## src/rtl/gcd_arb_pkg.sv

```systemverilog
// Shared types and default sizing for the GCD-core round-robin scheduler.
package gcd_arb_pkg;

   localparam int DEF_N_REQ   = 4;
   localparam int DEF_WIDTH   = 4;
   localparam int DEF_TIMEOUT = 64;

   typedef enum logic [2:0] {
      IDLE,
      ISSUE,
      SETTLE,
      WAIT,
      RESP
   } arb_state_e;

endpackage

```

## src/rtl/rr_arbiter.sv

```systemverilog
// Combinational round-robin picker: the search starts just after the last granted index.
module rr_arbiter #(
   parameter int N = 4,
   localparam int IW = $clog2(N)
) (
   input  logic [N-1:0]  req,
   input  logic [IW-1:0] last_grant,
   output logic [N-1:0]  grant,
   output logic [IW-1:0] grant_idx,
   output logic          any_req
);

   logic [IW-1:0] cand;

   always_comb begin
      grant     = '0;
      grant_idx = '0;
      any_req   = 1'b0;
      cand      = '0;
      for (int k = 1; k <= N; k++) begin
         cand = IW'((int'(last_grant) + k) % N);
         if (!any_req && req[cand]) begin
            any_req     = 1'b1;
            grant[cand] = 1'b1;
            grant_idx   = cand;
         end
      end
   end

endmodule

```

## src/rtl/gcd_arbiter.sv

```systemverilog
// Shares one GCD core among N_REQ requesters: round-robin accept, start/done sequencing,
// timeout abort and per-requester response return.
module gcd_arbiter
   import gcd_arb_pkg::*;
#(
   parameter int N_REQ   = DEF_N_REQ,
   parameter int WIDTH   = DEF_WIDTH,
   parameter int TIMEOUT = DEF_TIMEOUT
) (
   input  logic                   CLK,
   input  logic                   RESET,
   input  logic [N_REQ-1:0]       req_valid,
   input  logic [N_REQ*WIDTH-1:0] req_x,
   input  logic [N_REQ*WIDTH-1:0] req_y,
   output logic [N_REQ-1:0]       req_ready,
   output logic [N_REQ-1:0]       rsp_valid,
   input  logic [N_REQ-1:0]       rsp_ready,
   output logic [WIDTH-1:0]       rsp_data,
   output logic                   rsp_err,
   output logic [WIDTH-1:0]       gcd_x,
   output logic [WIDTH-1:0]       gcd_y,
   output logic                   gcd_start,
   input  logic                   gcd_done,
   input  logic [WIDTH-1:0]       gcd_out
);

   localparam int IW = $clog2(N_REQ);
   localparam int CW = $clog2(TIMEOUT) + 1;

   arb_state_e       state_q, state_d;
   logic [IW-1:0]    last_grant_q, last_grant_d;
   logic [IW-1:0]    idx_q, idx_d;
   logic [WIDTH-1:0] x_q, x_d;
   logic [WIDTH-1:0] y_q, y_d;
   logic [WIDTH-1:0] data_q, data_d;
   logic             err_q, err_d;
   logic [CW-1:0]    cnt_q, cnt_d;

   logic [N_REQ-1:0] grant;
   logic [IW-1:0]    grant_idx;
   logic             any_req;
   logic [WIDTH-1:0] sel_x, sel_y;
   logic             rsp_ack;

   rr_arbiter #(.N(N_REQ)) u_rr (
      .req        (req_valid),
      .last_grant (last_grant_q),
      .grant      (grant),
      .grant_idx  (grant_idx),
      .any_req    (any_req)
   );

   always_comb begin
      sel_x = '0;
      sel_y = '0;
      for (int i = 0; i < N_REQ; i++) begin
         if (grant[i]) begin
            sel_x = req_x[i*WIDTH +: WIDTH];
            sel_y = req_y[i*WIDTH +: WIDTH];
         end
      end
   end

   assign rsp_ack = rsp_ready[idx_q];

   always_comb begin
      state_d      = state_q;
      last_grant_d = last_grant_q;
      idx_d        = idx_q;
      x_d          = x_q;
      y_d          = y_q;
      data_d       = data_q;
      err_d        = err_q;
      cnt_d        = cnt_q;
      req_ready    = '0;
      rsp_valid    = '0;
      gcd_start    = 1'b0;
      case (state_q)
         IDLE: begin
            if (any_req) begin
               req_ready = grant;
               idx_d     = grant_idx;
               x_d       = sel_x;
               y_d       = sel_y;
               // A zero operand makes the answer trivial, so the core is skipped.
               if (sel_x == '0 || sel_y == '0) begin
                  data_d  = sel_x | sel_y;
                  err_d   = 1'b0;
                  state_d = RESP;
               end else begin
                  state_d = ISSUE;
               end
            end
         end
         ISSUE: begin
            gcd_start = 1'b1;
            state_d   = SETTLE;
         end
         SETTLE: begin
            cnt_d   = '0;
            state_d = WAIT;
         end
         WAIT: begin
            if (gcd_done) begin
               data_d  = gcd_out;
               err_d   = 1'b0;
               state_d = RESP;
            end else if (cnt_q == CW'(TIMEOUT - 1)) begin
               data_d  = '0;
               err_d   = 1'b1;
               state_d = RESP;
            end else begin
               cnt_d = cnt_q + 1'b1;
            end
         end
         RESP: begin
            rsp_valid[idx_q] = 1'b1;
            if (rsp_ack) begin
               last_grant_d = idx_q;
               state_d      = IDLE;
            end
         end
         default: state_d = IDLE;
      endcase
   end

   always_ff @(posedge CLK) begin
      if (RESET) begin
         state_q      <= IDLE;
         last_grant_q <= IW'(N_REQ - 1);
         idx_q        <= '0;
         x_q          <= '0;
         y_q          <= '0;
         data_q       <= '0;
         err_q        <= 1'b0;
         cnt_q        <= '0;
      end else begin
         state_q      <= state_d;
         last_grant_q <= last_grant_d;
         idx_q        <= idx_d;
         x_q          <= x_d;
         y_q          <= y_d;
         data_q       <= data_d;
         err_q        <= err_d;
         cnt_q        <= cnt_d;
      end
   end

   assign gcd_x    = x_q;
   assign gcd_y    = y_q;
   assign rsp_data = data_q;
   assign rsp_err  = err_q;

endmodule
```

## config.mk

```make
export PLATFORM = sky130hd
export DESIGN_NAME = gcd_arbiter
export DESIGN_NICKNAME = d
export VERILOG_FILES = /design/src/rtl/gcd_arb_pkg.sv /design/src/rtl/rr_arbiter.sv /design/src/rtl/gcd_arbiter.sv
export SDC_FILE = /design/constraint.sdc
export NUM_CORES = 1
export LEC_CHECK = 0
export ABC_AREA = 0
export CORE_MARGIN = 10
export CORE_UTILIZATION = 51
export CTS_CLUSTER_DIAMETER = 40
export CTS_CLUSTER_SIZE = 25
export DETAILED_ROUTE_END_ITERATION = 7
export HOLD_SLACK_MARGIN = 0.03
export PLACE_DENSITY_LB_ADDON = 0.15
export SYNTH_ARGS = -nofsm -noshare
export SYNTH_HDL_FRONTEND = slang
export SYNTH_SLANG_ARGS = --single-unit
export TNS_END_PERCENT = 30
```

## constraint.sdc

```tcl
create_clock -name CLK -period 6.6 [get_ports CLK]
set_input_delay 1.98 -clock CLK [delete_from_list [all_inputs] [get_ports CLK]]
set_output_delay 1.98 -clock CLK [all_outputs]
set_load 0.005 [all_outputs]
```

==> Word level (Yosys, flattened, before mapping) <==
Cells that the tools add are included.
{ "totals": {"reg_bits": 27, "latch_bits": 0, "ram_bits": 0, "mem_bits_ro": 0, "output_inout_bits": 22, "mem_count": 0} }
{ "classes": {"addsub": 5, "n_mul": 0, "div_mod_pow": 0, "order_cmp": 10, "eq_ne": 11, "shifts": 0, "mux": 63, "n_bitwise": 4, "n_reduce_logical": 22} }
{ "op_table": {"columns": ["operator", "count"], "rows": [
  ["two-way mux 4 bit", 19],
  ["two-way mux 1 bit", 19],
  ["OR 4 bit", 4],
  ["< comparator 2 x 3 -> 1 bit (second input constant)", 5],
  ["two-way mux 3 bit", 5],
  ["one-hot mux 3 bit (5 select lines)", 1],
  ["two-way mux 7 bit", 2],
  ["one-hot mux 7 bit (2 select lines)", 1],
  ["binary-select mux 1 bit (select 2 bit)", 5],
  ["demux 1 bit (select 2 bit)", 5],
  ["greater-or-equal comparator 2 x 1 -> 1 bit (second input constant)", 5],
  ["inequality test 2 bit (second input constant)", 5],
  ["logical AND 1 bit", 8],
  ["logical NOT 4 bit", 2],
  ["two-way mux 2 bit", 4],
  ["one-hot mux 4 bit (2 select lines)", 1],
  ["adder 7 x 1 -> 7 bit (second input constant)", 1],
  ["equality test 7 x 6 -> 1 bit (second input constant)", 1],
  ["equality test 3 x 2 -> 1 bit (second input constant)", 2],
  ["AND reduction 3 bit", 2],
  ["adder 2 x 1 -> 2 bit (second input constant)", 2],
  ["adder 2 bit (second input constant)", 2],
  ["AND reduction 2 bit", 2],
  ["AND reduction 4 bit", 1],
  ["8 further kinds", 11]
]} }

==> Depth between registers and ports, before layout <==
{ "logic_depth": {"word_depth": 22, "depth_mapped": 15} }

==> Modules after synthesis <==
Synthesis repeated with hierarchy kept, for this count alone.
{ "unflattened": {"hier_cells": 259, "area_unflattened_um2": 2045.7} }
{ "by_module_without_submodules": {"columns": ["mod", "instances", "cells_per_inst", "area_per_inst_um2", "seq_area_each_um2"], "rows": [
  ["gcd_arbiter", 1, 191, 1520.2, 540.5],
  ["rr_arbiter", 1, 68, 525.5, 0.0]
]} }

==> Worst setup path after synthesis <==
OpenSTA, ideal clock, no wires.
{ "synth_path": {"kind": "in2out", "start": "input req_valid[3]", "end": "output req_ready[1]", "arrival_ns": 3.471, "required_ns": 4.620, "setup_slack_ns": 1.149, "stages": 6, "cell_sequence": "buf_6 mux4_2 a31o_1 a221oi_2 a2bb2oi_2 nor2_1"} }
{ "synth_between": {"elab_chain_cells": 14} }
{ "synth_rtl": {"columns": ["element", "line", "source"], "rows": [
  ["start, declared", "gcd_arbiter.sv:12", "input logic [N_REQ-1:0] req_valid,"],
  ["binary-select mux 1 bit (select 2 bit)", "rr_arbiter.sv:22", "if (!any_req && req[cand]) begin"],
  ["two-way mux 1 bit (implied by the code)", "rr_arbiter.sv:22", null],
  ["two-way mux 1 bit", "rr_arbiter.sv:22", null],
  ["logical NOT 1 bit", "rr_arbiter.sv:22", null],
  ["logical AND 1 bit", "rr_arbiter.sv:22", null],
  ["two-way mux 1 bit", "rr_arbiter.sv:22", null],
  ["logical NOT 1 bit", "rr_arbiter.sv:22", null],
  ["logical AND 1 bit", "rr_arbiter.sv:22", null],
  ["two-way mux 1 bit", "rr_arbiter.sv:22", null],
  ["logical NOT 1 bit", "rr_arbiter.sv:22", null],
  ["logical AND 1 bit", "rr_arbiter.sv:22", null],
  ["two-way mux 4 bit or two-way mux 1 bit (tied branches)", "rr_arbiter.sv:22", null],
  ["two-way mux 4 bit (*)", "gcd_arbiter.sv:80", "if (any_req) begin"],
  ["two-way mux 4 bit (*)", "gcd_arbiter.sv:78", "case (state_q)"],
  ["end, declared", "gcd_arbiter.sv:15", "output logic [N_REQ-1:0] req_ready,"]
]} }
Mark *: on every way between the ends. The rest lies on a longest branch, timed or not. The select of a mux whose other input is x is not followed.

==> Worst setup path after layout <==
{ "layout_path": {"start": "input req_valid[2]", "end": "output req_ready[0]"} }
The elaborated chain is that of the path after synthesis.

==> reports/qor.txt <==
Skew-Pair Late Insertion Delay = 280 ps
Post-synth EDFFs = 0
Internal power = 0.5613 mW
Setup ws final = 196.8 ps
Yosys reg bits = 27
Final hold violation count = 0
Net Sw Frac = 41.85%
Core area = 0.004324 mm2
Mapped Cells = 273
CP Data Arrival Time = 4420 ps
Netlist Area Pre-Place = 0.002265 mm2
Placed cells = 387
Synthesis warning total = 0
Post-synth cell types = 56
Die Wd = 86.64 um
Slew @ Worst Pin = 808.5 ps
Die area = 0.007506 mm2
Avg WL per Cell = 16.20 um
Die height = 86.64 um
Max-Cap Viols = 0
Drt drc = 0
Fmax = 0.1562 GHz
Layout Skew = 6.728 ps
CTS Buffer Depth = 2
Final worst path period share = 97.02%
Final number of setup-violating endpoints = 0
Psw = 0.4039 mW
Layout area overhead = 33.65%
Hold crit path type = register to register
Initial Util = 52.37%
Startpoint types = primary input
Post-synth top cells = nor2_1, dfxtp_1, nand2_1
Clock Sinks = 27
Crit path kind = primary input to primary output
Run status = completed
Final global-route overflow total = 0
Largest cells by area after synthesis = dfxtp_1, nor2_1, mux2i_1
First DRT Iteration DRCs = 142
Dominant cell type by area after synthesis = dfxtp_1
Post-Syn Nets = 329
Number of core rows = 24
Root Buffer = clkbuf_8
Final ANT Viol Nets = 0
Number of global-route vias before repair = 2,243
Max_slew headroom = 46.03%
# IOs = 69
Largest net degree at the start of global routing = 25
Layout cells sized above 1 = 12.39%
Slew Limit Fails = 0
Finished Core Util = 69.99%
Worst Path Max Fanout = 9
Most common cell in the netlist = nor2_1
Cts bufs inserted = 3
Mean Syn Cell Area = 8.296 um2
Fin Setup TNS = 0 ps
Diodes inserted = 0
RePlAce Congestion = 0.8253
Clk pwr share = 10.0%
First-pass GRT wire length = 10,630 um
Register area share after synthesis = 23.87%
Combinational share of power = 62.9%
Pre-antenna DRT Iters = 4
Asr flop ratio synth = 0%
Place WS = 189.4 ps
Pwr Density = 318.9 mW/mm2
Share of power burned in registers = 27.1%
Initial antenna violation count = 0
Vias per std cell = 5.747
Area occupied by multi-input gates = 0.001630 mm2
Final Critical Period = 6403 ps
Tot GR Track Use = 16.78%
Total Wirelength = 6333 um
Nets = 396
Area taken by flip-flops and latches = 540.5 um2
Fin cells = 391
Main synth FF type = dfxtp_1
CTS H-tree lvls = 1
Total of fill cells in the finished design = 378
Yosys top cell area share = 23.87%
Post-cts resize count = 0
# hold bufs at CTS = 0
Crit path capture type = primary output
Post-CTS Setup Bufs = 0
Via count = 2,247
Port Buf Inserts = 68
Leakage = 1.131 nW
CTS tree = done
RSZ-0062 raised after global routing = no
Required time of the critical path = 4620 ps
Post-detail-place hpwl = 5030 um
Clock slew seen by the registers of the worst setup and hold paths = 100 ps
VDD IR-drop max = 0.1912 mV
[layout make-up]
type,instances,area share (%)
clock buffer,3,1.364
clock inverter,1,0.1654
inverter,7,0.8681
multi-input combinational,228,53.87
sequential,27,17.86
tap,52,2.150
timing repair buffer,73,23.73
[state kept, by name, summed over array words and instances (netlist names)]
signal / cells
rsp_err: 1
last_grant_q: 2
idx_q: 2
gcd_x: 4
cnt_q: 7
rsp_data: 4
state_q: 3
gcd_y: 4
[power groups by stage]
stage / registers (mW) / clock network [mW] / logic [mW]
floorplan: 0.244 / 0 / 0.416
global placement: 0.264 / 0 / 0.598
detailed placement: 0.264 / 0 / 0.608
CTS: 0.262 / 0.0979 / 0.612
global route: 0.271 / 0.105 / 0.666
finish: 0.262 / 0.0961 / 0.607
[routing by layer]
layer,track usage [%],wire (um),vias up
li1,-,-,1129
met1,19.93,2739,1051
met2,28.46,3055,62
met3,6.848,514,5
met4,1.767,23,0
met5,0,0,-
[worst max-delay path: stages]
cell and delay [ps]:
clkdlybuf4s50_1 610, or3b_1 380, a2111o_1 440, nand3_2 200, o2bb2ai_2 140, nor2b_1 150
clkdlybuf4s50_1 520
[cell families after synthesis]
kind of cell	count (synthesis)	synth area share, %
flip-flops	27	23.87
XOR/XNOR	6	2.320
multiplexers	21	10.83
AND/OR/NAND/NOR	138	29.50
adder cells (fa/ha/maj)	9	4.972
AO/OA/AOI/OAI	54	24.37
buffers and inverters	18	4.144
[path summary, 6_finish.rpt]
check / start / endpoint / slack [ps] / depth (start not counted)
worst min register to register: cnt_q[6]$_SDFFE_PP0P_ / cnt_q[6]$_SDFFE_PP0P_ / 440 / 2
worst max-delay path: req_valid[2] / req_ready[0] / 200 / 7
worst max register to register: last_grant_q[0]$_SDFFE_PP1P_ / rsp_data[0]$_SDFFE_PP0P_ / 2190 / 13
worst min-delay path: cnt_q[6]$_SDFFE_PP0P_ / cnt_q[6]$_SDFFE_PP0P_ / 440 / 2
[per-stage QoR]
stage,area (um2),hold slack (ps),power (mW)
floorplan,2265,409.0,0.6605
global placement,2980,426.5,0.8619
detailed placement,2980,432.2,0.8721
CTS,3027,446.7,0.9723
global route,3027,452.8,1.042
finish,3027,443.7,0.9652
[cells in the final DEF (no fill, tap or decap), types with 3 or more instances in the layout]
cell / count
nand2_1: 23
a21oi_1: 10
o22ai_1: 7
and3_1: 3
a31o_1: 3
nand3b_1: 4
nor2_1: 53
nor3_1: 17
ha_1: 9
dfxtp_1: 27
nand3_1: 15
xnor2_1: 4
mux2i_1: 13
inv_1: 7
nor2b_1: 6
nand2b_1: 5
buf_4: 5
a21oi_2: 3
clkdlybuf4s50_1: 68
a311oi_2: 7
mux2_2: 5
clkbuf_8: 3
Note: power is estimated with default switching activity, not from simulation.
